===== src/rtl/gate_if.sv =====
// Sensor/PIN bundle between the gate stimulus side (master) and the gate controller (slave).
interface gate_if;
  logic       asensor;
  logic       lsensor;
  logic [7:0] password;
  logic       gate_open;
  logic       gate_close;
  logic       gate_block;
  logic       p_alarm;
  logic       b_alarm;

  modport master (
    output asensor, lsensor, password,
    input  gate_open, gate_close, gate_block, p_alarm, b_alarm
  );

  modport slave (
    input  asensor, lsensor, password,
    output gate_open, gate_close, gate_block, p_alarm, b_alarm
  );
endinterface


===== src/rtl/gate_controller.sv =====
// Parking gate controller: PIN entry, gate open/close and tailgate blocking.
// Five-state Moore FSM; every output is a flop loaded from the next state.
module gate_controller #(
  parameter logic [7:0]  PIN          = 8'h2A,
  parameter int unsigned MAX_ATTEMPTS = 3
) (
  input logic  clk,
  input logic  rst_n,
  gate_if.slave gif
);

  localparam int unsigned PW_W  = 8;
  localparam int unsigned CNT_W = 2;
  localparam logic [CNT_W-1:0] MAX_CNT = CNT_W'(MAX_ATTEMPTS);

  typedef enum logic [2:0] {
    S_IDLE, S_WAIT_PIN, S_OPEN, S_PIN_ALARM, S_BLOCKED
  } state_t;

  state_t            state_q, state_d;
  logic [CNT_W-1:0]  cnt_q, cnt_d;
  logic [PW_W-1:0]   pw_q, pw_d;
  logic              gate_open_q, gate_open_d;
  logic              gate_close_q, gate_close_d;
  logic              gate_block_q, gate_block_d;
  logic              p_alarm_q, p_alarm_d;
  logic              b_alarm_q, b_alarm_d;

  logic              attempt_c, good_c, bad_c;
  logic [CNT_W-1:0]  cnt_inc_c;

  // A held non-zero code counts as a single attempt.
  assign attempt_c = (gif.password != '0) && (gif.password != pw_q);
  assign good_c    = attempt_c && (gif.password == PIN);
  assign bad_c     = attempt_c && (gif.password != PIN);
  assign cnt_inc_c = cnt_q + CNT_W'(1);

  always_ff @(posedge clk or negedge rst_n) begin
    if (!rst_n) begin
      state_q      <= S_IDLE;
      cnt_q        <= '0;
      pw_q         <= '0;
      gate_open_q  <= 1'b0;
      gate_close_q <= 1'b0;
      gate_block_q <= 1'b0;
      p_alarm_q    <= 1'b0;
      b_alarm_q    <= 1'b0;
    end else begin
      state_q      <= state_d;
      cnt_q        <= cnt_d;
      pw_q         <= pw_d;
      gate_open_q  <= gate_open_d;
      gate_close_q <= gate_close_d;
      gate_block_q <= gate_block_d;
      p_alarm_q    <= p_alarm_d;
      b_alarm_q    <= b_alarm_d;
    end
  end

  always_comb begin
    state_d      = state_q;
    cnt_d        = cnt_q;
    pw_d         = gif.password;
    gate_close_d = 1'b0;

    case (state_q)
      S_IDLE: begin
        if (gif.asensor && gif.lsensor) state_d = S_BLOCKED;
        else if (gif.asensor)           state_d = S_WAIT_PIN;
      end
      S_WAIT_PIN: begin
        if (gif.lsensor)   state_d = S_BLOCKED;
        else if (good_c)   state_d = S_OPEN;
        else if (bad_c) begin
          if (cnt_q != MAX_CNT)     cnt_d   = cnt_inc_c;
          if (cnt_inc_c == MAX_CNT) state_d = S_PIN_ALARM;
        end
        else if (!gif.asensor) state_d = S_IDLE;
      end
      S_OPEN: begin
        if (gif.lsensor && gif.asensor) state_d = S_BLOCKED;
        else if (gif.lsensor) begin
          state_d      = S_IDLE;
          gate_close_d = 1'b1;
        end
      end
      S_PIN_ALARM: begin
        if (gif.lsensor)   state_d = S_BLOCKED;
        else if (good_c)   state_d = S_OPEN;
      end
      S_BLOCKED: begin
        if (good_c && !gif.asensor && !gif.lsensor) state_d = S_IDLE;
      end
      default: state_d = S_IDLE;
    endcase

    // Attempt count only survives inside WAIT_PIN / PIN_ALARM.
    if (state_d == S_IDLE || state_d == S_OPEN || state_d == S_BLOCKED) cnt_d = '0;

    gate_open_d  = (state_d == S_OPEN);
    gate_block_d = (state_d == S_BLOCKED);
    b_alarm_d    = (state_d == S_BLOCKED);
    p_alarm_d    = (state_d == S_PIN_ALARM);
  end

  assign gif.gate_open  = gate_open_q;
  assign gif.gate_close = gate_close_q;
  assign gif.gate_block = gate_block_q;
  assign gif.p_alarm    = p_alarm_q;
  assign gif.b_alarm    = b_alarm_q;

endmodule

===== src/flat_wrapper.sv =====
// flat-port wrapper written by rule: the top's interface ports become plain ports
module gate_controller_flat 
#(
  parameter logic [7:0]  PIN          = 8'h2A,
  parameter int unsigned MAX_ATTEMPTS = 3
)
  (clk, rst_n, gif_asensor, gif_lsensor, gif_password, gif_gate_open, gif_gate_close, gif_gate_block, gif_p_alarm, gif_b_alarm);
  gate_if gif_i ();
  input logic clk;
  input logic rst_n;
  input wire logic [$bits(gif_i.asensor)-1:0] gif_asensor;
  input wire logic [$bits(gif_i.lsensor)-1:0] gif_lsensor;
  input wire logic [$bits(gif_i.password)-1:0] gif_password;
  output wire logic [$bits(gif_i.gate_open)-1:0] gif_gate_open;
  output wire logic [$bits(gif_i.gate_close)-1:0] gif_gate_close;
  output wire logic [$bits(gif_i.gate_block)-1:0] gif_gate_block;
  output wire logic [$bits(gif_i.p_alarm)-1:0] gif_p_alarm;
  output wire logic [$bits(gif_i.b_alarm)-1:0] gif_b_alarm;
  assign gif_i.asensor = gif_asensor;
  assign gif_i.lsensor = gif_lsensor;
  assign gif_i.password = gif_password;
  assign gif_gate_open = gif_i.gate_open;
  assign gif_gate_close = gif_i.gate_close;
  assign gif_gate_block = gif_i.gate_block;
  assign gif_p_alarm = gif_i.p_alarm;
  assign gif_b_alarm = gif_i.b_alarm;
  gate_controller #(.PIN(PIN), .MAX_ATTEMPTS(MAX_ATTEMPTS)) u_core (.clk(clk), .rst_n(rst_n), .gif(gif_i));
endmodule

===== config.mk =====
export PLATFORM = sky130hd
export DESIGN_NAME = gate_controller_flat
export DESIGN_NICKNAME = d
export VERILOG_FILES = /design/src/rtl/gate_if.sv /design/src/rtl/gate_controller.sv /design/src/flat_wrapper.sv
export SDC_FILE = /design/constraint.sdc
export NUM_CORES = 1
export LEC_CHECK = 0
export CORE_ASPECT_RATIO = 1.5
export CORE_MARGIN = 8
export CORE_UTILIZATION = 31
export CTS_BUF_LIST = sky130_fd_sc_hd__clkbuf_2
export DETAILED_ROUTE_END_ITERATION = 12
export DONT_BUFFER_PORTS = 1
export HOLD_SLACK_MARGIN = 0.1
export PLACE_DENSITY = 0.49
export REMOVE_ABC_BUFFERS = 1
export SLEW_MARGIN = 20
export SYNTH_ARGS = -nofsm -noshare
export SYNTH_HDL_FRONTEND = slang
export SYNTH_SLANG_ARGS = --single-unit

===== constraint.sdc =====
create_clock -name clk -period 1.9 [get_ports clk]
set_input_delay 0.38 -clock clk [delete_from_list [all_inputs] [get_ports clk]]
set_output_delay 0.38 -clock clk [all_outputs]
set_load 0.005 [all_outputs]

Word-level counts from Yosys, hierarchy flattened
Cells that the tools add are included.
{"block": "totals", "register_bits": 17, "in_bits": 12, "output_inout_bits": 5, "elab_cells": 61}
{"block": "op_classes", "addsub": 1, "eq_ne": 14, "muxes": 22, "n_reduce_logical": 17}
{"cell": "3-bit 2-to-1 mux", "count": 12}
{"cell": "3-bit case mux with 5 select lines", "count": 1}
{"cell": "3-bit by 2-bit == test with 1-bit output (second input constant)", "count": 4}
{"cell": "2-bit 2-to-1 mux", "count": 6}
{"cell": "8-bit by 6-bit == test with 1-bit output (second input constant)", "count": 1}
{"cell": "8-bit by 6-bit inequality test with 1-bit output (second input constant)", "count": 1}
{"cell": "8-bit inequality test", "count": 1}
{"cell": "8-bit nonzero test", "count": 1}
{"cell": "3-bit == test (second input constant)", "count": 2}
{"cell": "1-bit logical AND", "count": 6}
{"cell": "3-bit zero test", "count": 2}
{"cell": "2-bit nonzero test", "count": 3}
{"cell": "5-bit AND reduction", "count": 1}
{"cell": "2-bit inequality test (second input constant)", "count": 2}
{"cell": "3-bit by 1-bit == test with 1-bit output (second input constant)", "count": 1}
{"cell": "1-bit 2-to-1 mux", "count": 3}
{"cell": "2-bit by 1-bit adder with 2-bit output (second input constant)", "count": 1}
{"cell": "2-bit == test (second input constant)", "count": 1}
{"cell": "1-bit zero test", "count": 2}
{"cell": "1-bit logical OR", "count": 2}
{"cell": "2-bit by 1-bit inequality test with 1-bit output (second input constant)", "count": 1}

Longest topological paths before layout
Gate-level depths: netlist of the first run.
{"block": "depth", "depth_word": 12, "mapped_depth": 5, "mapped_depth_nobuf": 5}

Worst setup path before layout of the first run
No wires, ideal clock.
{"block": "synth_timing", "path_type": "input to register", "startpoint": "input gif_password[4]", "endpoint": "register u_core.gate_open_q, in the netlist u_core.gif.gate_open", "setup_ps": 68, "arrival_time_ps": 1570, "t_required_ps": 1832, "path_slack_ps": 263, "path_stages": 5, "n_path_buf": 0, "cell_sequence": "or4_4 -> o31ai_2 -> a21o_2 -> a221o_2 -> nor2b_4"}
{"block": "synth_between", "elab_chain_len": 8, "elab_cells_between_ends": 17, "cone_classes": "eq/ne (4); mux (7); reduce/logical (6)"}
{"item": "start, declared", "line_no": "flat_wrapper.sv:13", "text": "input wire logic [$bits(gif_i.password)-1:0] gif_password;"}
{"item": "8-bit inequality test / 8-bit nonzero test (equally long branches)", "line_no": "gate_controller.sv:33", "text": "assign attempt_c = (gif.password != '0) && (gif.password != pw_q);"}
{"item": "1-bit logical AND", "line_no": "gate_controller.sv:33"}
{"item": "1-bit logical AND (on tied branches)", "line_no": "gate_controller.sv:35, gate_controller.sv:34"}
{"item": "3-bit 2-to-1 mux / 1-bit logical AND (equally long branches)", "line_no": "gate_controller.sv:74, gate_controller.sv:92"}
{"item": "3-bit 2-to-1 mux / 1-bit logical AND (equally long branches)", "line_no": "gate_controller.sv:73, gate_controller.sv:92"}
{"item": "3-bit 2-to-1 mux (on tied branches)", "line_no": "gate_controller.sv:72, gate_controller.sv:92"}
{"item": "3-bit case mux with 5 select lines *", "line_no": "gate_controller.sv:66", "text": "case (state_q)"}
{"item": "3-bit by 2-bit == test with 1-bit output *", "line_no": "gate_controller.sv:100", "text": "gate_open_d = (state_d == S_OPEN);"}
{"item": "named net u_core.gate_open_d", "line_no": "gate_controller.sv:23", "text": "logic gate_open_q, gate_open_d;"}
{"item": "end signal, assigned", "line_no": "gate_controller.sv:52", "text": "gate_open_q <= gate_open_d;"}
{"item": "end, declared", "line_no": "gate_controller.sv:23"}
Mark *: on every way through the listed nets, which the timed path passes. The rest lies on a longest branch.
A chain may end at the register's enable or synchronous reset.

Final worst setup path of the first run
{"block": "layout_timing", "startpoint": "register u_core.cnt_q[0]", "endpoint": "register u_core.cnt_q[0]"}
{"block": "layout_between", "elab_chain_len": 12, "elab_cells_between_ends": 25, "cone_classes": "add/sub (1); eq/ne (6); mux (11); reduce/logical (7)"}
{"item": "start, declared", "line_no": "gate_controller.sv:21", "text": "logic [CNT_W-1:0] cnt_q, cnt_d;"}
{"item": "start signal, assigned", "line_no": "gate_controller.sv:50", "text": "cnt_q <= cnt_d;"}
{"item": "2-bit by 1-bit adder with 2-bit output", "line_no": "gate_controller.sv:36", "text": "assign cnt_inc_c = cnt_q + CNT_W'(1);"}
{"item": "2-bit == test", "line_no": "gate_controller.sv:76", "text": "if (cnt_inc_c == MAX_CNT) state_d = S_PIN_ALARM;"}
{"item": "3-bit 2-to-1 mux", "line_no": "gate_controller.sv:76"}
{"item": "3-bit 2-to-1 mux", "line_no": "gate_controller.sv:74", "text": "else if (bad_c) begin"}
{"item": "3-bit 2-to-1 mux", "line_no": "gate_controller.sv:73", "text": "else if (good_c) state_d = S_OPEN;"}
{"item": "3-bit 2-to-1 mux", "line_no": "gate_controller.sv:72", "text": "if (gif.lsensor) state_d = S_BLOCKED;"}
{"item": "3-bit case mux with 5 select lines", "line_no": "gate_controller.sv:66"}
{"item": "3-bit by 2-bit == test with 1-bit output / 3-bit zero test (equally long branches)", "line_no": "gate_controller.sv:98", "text": "if (state_d == S_IDLE || state_d == S_OPEN || state_d == S_BLOCKED) cnt_d = '0;"}
{"item": "1-bit logical OR (2 in a row)", "line_no": "gate_controller.sv:98"}
{"item": "2-bit inequality test (no line) (tied with other cells)"}
{"item": "5-bit AND reduction (no line)"}
Several ways; a longest one is shown, not always the timed one. The select of a mux whose other input is x is not followed.

==> run_results.csv, run 1 <==
group,metric,value,unit
outcome,outcome,"completed",
worst_setup_path,critPathTopFamily,"simple AND/OR/NAND/NOR gates",
worst_setup_path,critPathRequiredTime,2130,ps
global_route,grt_use_total,8.11,%
worst_setup_path,crit_buf_inv,0,
worst_setup_path,worstSetupEndpointType,"flop",
sta,slew_headroom,47.9,%
sta,finClkSkew,8.77,ps
route,drtPass1Iterations,4,
sta,hold_viol,0,
power_and_ir_drop,power_density,767,nW/µm²
power_and_ir_drop,p_leak,0.407,nW
placement,gp_congestion,0.741,
global_route,grt_util_met1,8.12,%
worst_setup_path,r2r-end,"u_core.cnt_q[0]",
floorplanning,coreArea,2480,µm²
final_layout,mostFrequentLayoutCell,"dfrtp_1",
final_layout,drive_above_1_share,21.3,%
route,routedWlPerCell,16.4,µm
sta,max_freq,0.589,GHz
cts,cts_resized,0,
worst_setup_path,max_stage_delay,520,ps
sta,finalCriticalPeriod,1700,ps
floorplanning,dieArea,4530,µm²
global_route,grt_pass1_wl,2.86,mm
floorplanning,initial_core_util,32.6,%
floorplanning,fp.dieH,78.5,µm
synth,synth-seq-cells,17,
hold_path,whs_path_depth,3,
cts,cts_tree,"built",
placement,post-dp-hpwl,1.28,mm
synth,syn_area,808,µm²
hold_path,holdPathEnd,"u_core.gif.gate_close",
sta,rsz0062_at_grt,"false",
synth,ys_seq_area_share,52.6,%
route,viasPerCell,5.38,
final_layout,fin_nets,95,
synth,syn_avg_cell_area,12.1,µm²
route,drt_iter0_drc,5,
power_and_ir_drop,ir_drop,220,µV
sta,slew_violations,0,
global_route,grt_util_met2,14.3,%
global_route,grt_pass1_vias,593,
final_layout,areaGrowthSynthToFinish,17.3,%
cts,cts_setup_buffers,0,
synth,synth-warning-count,0,
route,vias,560,
worst_setup_path,critPathSlowestCell,"or4_4",
global_route,grtUsageMet3,2.77,%
sta,setup_ws,203,ps
synth,synth_cells,67,
flow_run,max_cap_violations,0,
worst_setup_path,regToRegSetupSlack,200,ps
worst_setup_path,cp_max_fo,4,
sta,period_share,89.3,%
hold_path,worstHoldStart,"gif_asensor",
cts,path_clk_slew,160,ps
worst_setup_path,criticalPathCategory,"reg -> reg",
global_route,antenna_found_initial,0,
sta,worstMarginPinSlew,778,ps
route,drc,0,
worst_setup_path,r2r_cells,4,
route,antenna_left,0,
final_layout,layout_common_cells,"17 x dfrtp_1, 9 x dlygate4sd3_1, 8 x xor2_1",
final_layout,diodes,0,
global_route,grt_max_degree,18,
synth,ys_types,28,
cts,cts_buffer_depth,2,
cts,clk_latency,290,ps
floorplanning,rows,22,
floorplanning,die_w,57.7,µm
cts,cts.sinks,17,
cts,cts_max_level,1,
route,finalWirelength,1.71,mm
placement,pre_cts_ws,182,ps
worst_setup_path,cp_data_arrival_time,1930,ps
hold_path,min_path_type,"in -> reg",
global_route,grt_busiest_layer,"met2",
worst_setup_path,r2r_start,"u_core.cnt_q[0]",
cts,cts_buffers,3,
sta,tns,0,ps
cts,ctsRootBufferMaster,"clkbuf_2",
worst_setup_path,startpoint_type,"flop",
placement,buffer_ports.inserted,0,
sta,setup_viol,0,
global_route,grt.overflow.total,0,
worst_setup_path,path_cells,"ha_1 -> or4_4 -> or3_1 -> a21oi_1",
floorplanning,io_pins,17,
[flip-flops by register name, indices dropped and copies added, names as in the netlist]
signal	flops
u_core.pw_q	8
u_core.state_q	3
u_core.cnt_q	2
u_core.gif.gate_block	1
u_core.gif.gate_close	1
u_core.gif.gate_open	1
u_core.gif.p_alarm	1
[logic make-up (layout without fill, tap and decap cells)]
kind of cell / count (synthesis) / count (layout) / synth area share, %
xor+xnor: 8 / 8 / 8.67
simple gates: 22 / 22 / 20.1
flops: 17 / 17 / 52.6
mux: 1 / 1 / 1.24
compound gates: 12 / 12 / 11.5
buf+inv: 5 / 18 / 2.79
fa+ha+maj: 2 / 2 / 3.10
[worst reg2reg max path, delay by kind of cell (launching register included)]
kind	cells	cell delay, ps
simple gates	2	840
flops	1	440
fa+ha+maj	1	210
compound gates	1	150
[synth_stat cells]
cell,n,area (µm²)
or3_1,2,12.5
or4_4,2,22.5
o22ai_1,2,12.5
buf_4,1,7.51
nor2b_4,1,13.8
a21boi_1,1,7.51
o31ai_2,1,12.5
nor3_2,1,10.0
nand4_1,1,6.26
nor2_1,6,22.5
o21ai_0,2,10.0
nand3_1,1,5.00
a2111oi_0,1,8.76
nand2b_1,1,6.26
a21o_2,1,8.76
or2_2,1,6.26
nor4_2,1,12.5
nor4b_1,1,8.76
or3_2,1,7.51
a21oi_1,2,10.0
a221o_2,2,22.5
mux2i_1,1,10.0
nand2_1,2,7.51
nor4_4,1,21.3
inv_1,4,15.0
dfrtp_1,17,425
xor2_1,8,70.1
ha_1,2,25.0
[layout make-up]
type | instances | area (µm²)
repair buffers | 10 | 97.6
inverters | 4 | 15.0
multi-input cells | 45 | 360
clock buffers | 4 | 20.0
flip-flops and latches | 17 | 425
fillers | 256 | 1530
well taps | 24 | 30.0
[worst max-delay path by stage]
stage	start	cells past startpoint	end	slack, ps
global placement	gif_password[2]	5	u_core.state_q[2]	140
detailed placement	gif_password[4]	5	u_core.gif.gate_open	180
global route	u_core.cnt_q[0]	4	u_core.cnt_q[0]	110
CTS	u_core.cnt_q[0]	4	u_core.cnt_q[0]	200
finish	u_core.cnt_q[0]	4	u_core.cnt_q[0]	200
floorplan	gif_password[4]	5	u_core.gif.gate_open	260
[metal layers]
| metal | part of all wire (%) | routed length (µm) |
|---|---|---|
| met5 | 0 | 0 |
| met2 | 55 | 931 |
| met4 | 1.2 | 21 |
| met1 | 38 | 654 |
| met3 | 5.7 | 98 |
[timing repair]
action / CTS / global route
setup endpoints to repair: 0 / 0
hold buffers: 9 / 0
hold endpoints to repair: 25 / 0
[where the power goes]
| group | internal [W] | leakage [nW] | switching [W] |
|---|---|---|---|
| Clock | 0.0000558 | 0.0166 | 0.000110 |
| Combinational | 0.0000680 | 0.177 | 0.0000686 |
| Sequential | 0.000397 | 0.213 | 0.0000284 |
[through the flow]
step | area [µm²] | utilization, % | instances | hold slack [ps] | total power (W)
after floorplan | 801 | - | 66 | 84.4 | 0.000523
after global placement | 838 | 33.8 | 91 | 84.9 | 0.000545
after detailed placement | 838 | 33.8 | 91 | 84.9 | 0.000547
after CTS | 948 | 38.3 | 104 | 230 | 0.000736
after global routing | 948 | 38.3 | 104 | 224 | 0.000771
final | 948 | 38.3 | 104 | 244 | 0.000727
Power figures use the tool's default switching activity.
==> run 2: changes to the inputs <==
- GPL_ROUTABILITY_DRIVEN: not set -> 0
==> results of run 2 <==
The final DEF is identical to that of run 1; final timing and power are the same.
==> run 3: changes to the inputs <==
- CORE_MARGIN: 8 -> 2
- TNS_END_PERCENT: not set -> 30
==> run 3 against run 2 <==
Effect of this change:
- non-clock buffer count did not move
- power fell by 1.1%
- combinational power barely moved
- first-iteration DRC count rose to 2.8 times the previous value
- global-route usage rose by 3.5 points
- final cell count did not move
- critical path depth did not move
- setup slack got worse by 2.8 ps
- final area did not move
- sequential power fell by 0.9%
==> run_results.csv, run 3 (synthesis results as in run 1) <==
group,metric,value,unit
power_and_ir_drop,ir_drop,272,µV
floorplanning,die_w,45.7,µm
global_route,grt_max_degree,18,
cts,cts_resized,0,
route,antenna_left,0,
sta,tns,0,ps
cts,path_clk_slew,150,ps
route,drc,0,
final_layout,largest_register_ffs,8,
placement,post-dp-hpwl,1.15,mm
worst_setup_path,max_stage_delay,520,ps
sta,worstMarginPinSlew,755,ps
global_route,antenna_found_initial,0,
floorplanning,initial_core_util,33.0,%
cts,hold_buffers,9,
route,routedWlPerCell,14.7,µm
final_layout,layout_common_cells,"17 x dfrtp_1, 9 x dlygate4sd3_1, 8 x xor2_1",
worst_setup_path,cp_data_arrival_time,1920,ps
worst_setup_path,startpoint_type,"flop",
final_layout,stdcell_count,104,
final_layout,top_register,"u_core.pw_q",
placement,buffer_ports.inserted,0,
sta,max_freq,0.588,GHz
floorplanning,fp.dieH,66.5,µm
cts,cts.sinks,17,
power_and_ir_drop,power_density,759,nW/µm²
sta,rsz0062_at_grt,"false",
sta,finClkSkew,2.63,ps
worst_setup_path,critPathTopFamily,"simple AND/OR/NAND/NOR gates",
floorplanning,rows,22,
cts,clk_latency,290,ps
cts,cts_buffer_depth,2,
cts,ctsRootBufferMaster,"clkbuf_2",
sta,slew_headroom,49.5,%
cts,cts_buffers,3,
route,drtPass1Iterations,4,
final_layout,drive_above_1_share,21.3,%
sta,setup_viol,0,
route,vias,555,
power_and_ir_drop,p_leak,0.407,nW
sta,period_share,89.5,%
cts,cts_tree,"built",
worst_setup_path,worstSetupEndpointType,"flop",
global_route,grt_pass1_vias,590,
worst_setup_path,critPathSlowestCell,"or4_4",
sta,hold_viol,0,
final_layout,num-fill-cells,237,
placement,post-place-cells,91,
sta,slew_violations,0,
floorplanning,coreArea,2450,µm²
cts,cts_max_level,1,
floorplanning,io_pins,17,
final_layout,fin_nets,95,
floorplanning,dieArea,3040,µm²
route,finalWirelength,1.53,mm
final_layout,reg_top3,"u_core.pw_q: 8 flops, u_core.state_q: 3 flops, u_core.cnt_q: 2 flops",
worst_setup_path,critPathRequiredTime,2120,ps
hold_path,min_path_type,"in -> reg",
final_layout,diodes,0,
outcome,outcome,"completed",
cts,cts_setup_buffers,0,
worst_setup_path,path_cells,"ha_1 -> or4_4 -> or3_1 -> a21oi_1",
worst_setup_path,criticalPathCategory,"reg -> reg",
flow_run,max_cap_violations,0,
final_layout,areaGrowthSynthToFinish,17.3,%
global_route,grt_pass1_wl,2.52,mm
worst_setup_path,cp_max_fo,4,
route,drt_iter0_drc,14,
worst_setup_path,crit_buf_inv,0,
route,viasPerCell,5.34,
global_route,grt_use_total,11.6,%
final_layout,mostFrequentLayoutCell,"dfrtp_1",
global_route,grt.overflow.total,0,
power_and_ir_drop,finalPower,0.000720,W
sta,finalCriticalPeriod,1700,ps
==> run 3: stage by stage <==
stage | hold slack [ps] | area, µm² | utilization (%) | setup slack (ps)
after detailed placement | 84.8 | 838 | 34.2 | 195
after floorplan | 84.4 | 801 | - | 263
after CTS | 221 | 948 | 38.7 | 183
after global placement | 84.8 | 838 | 34.2 | 156
after global routing | 223 | 948 | 38.7 | 91.5
final | 242 | 948 | 38.7 | 200
==> run 3: per-layer routing <==
layer | track usage (%) | part of all wire [%]
met5 | 0 | 0
met4 | 6.43 | 2.1
met3 | 2.17 | 3.9
met2 | 20.6 | 55
met1 | 12.2 | 39
==> run 3: area by class of cell <==
cell class	count	area [µm²]	share of cell area (%)
clock buffer	4	20.0	2.11
multi-input combinational	45	360	38.0
sequential	17	425	44.9
inverter	4	15.0	1.58
tap	24	30.0	3.17
timing repair buffer	10	97.6	10.3
==> run 3: final timing paths <==
| path | start | endpoint | slack (ps) | depth (start not counted) |
|---|---|---|---|---|
| worst max-delay path | u_core.cnt_q[0] | u_core.cnt_q[0] | 200 | 4 |
| worst min-delay path | gif_asensor | u_core.gif.gate_close | 240 | 3 |
| worst max register to register | u_core.cnt_q[0] | u_core.cnt_q[0] | 200 | 4 |
| worst min register to register | u_core.state_q[2] | u_core.gif.gate_block | 580 | 2 |
| max in group asynchronous | rst_n | u_core.cnt_q[1] | 850 | 1 |
| min in group asynchronous | rst_n | u_core.pw_q[0] | 580 | 1 |
==> run 3: worst register-to-register path, cell delays in order (launching register included) <==
cell	delay, ps
dfrtp_1	430
ha_1	200
or4_4	520
or3_1	320
a21oi_1	160
==> run 3: where the power goes <==
part	switching [W]	internal [W]	leakage [nW]
Combinational	0.0000665	0.0000680	0.177
Clock	0.000108	0.0000558	0.0166
Sequential	0.0000249	0.000397	0.213
Total	0.000199	0.000520	0.407
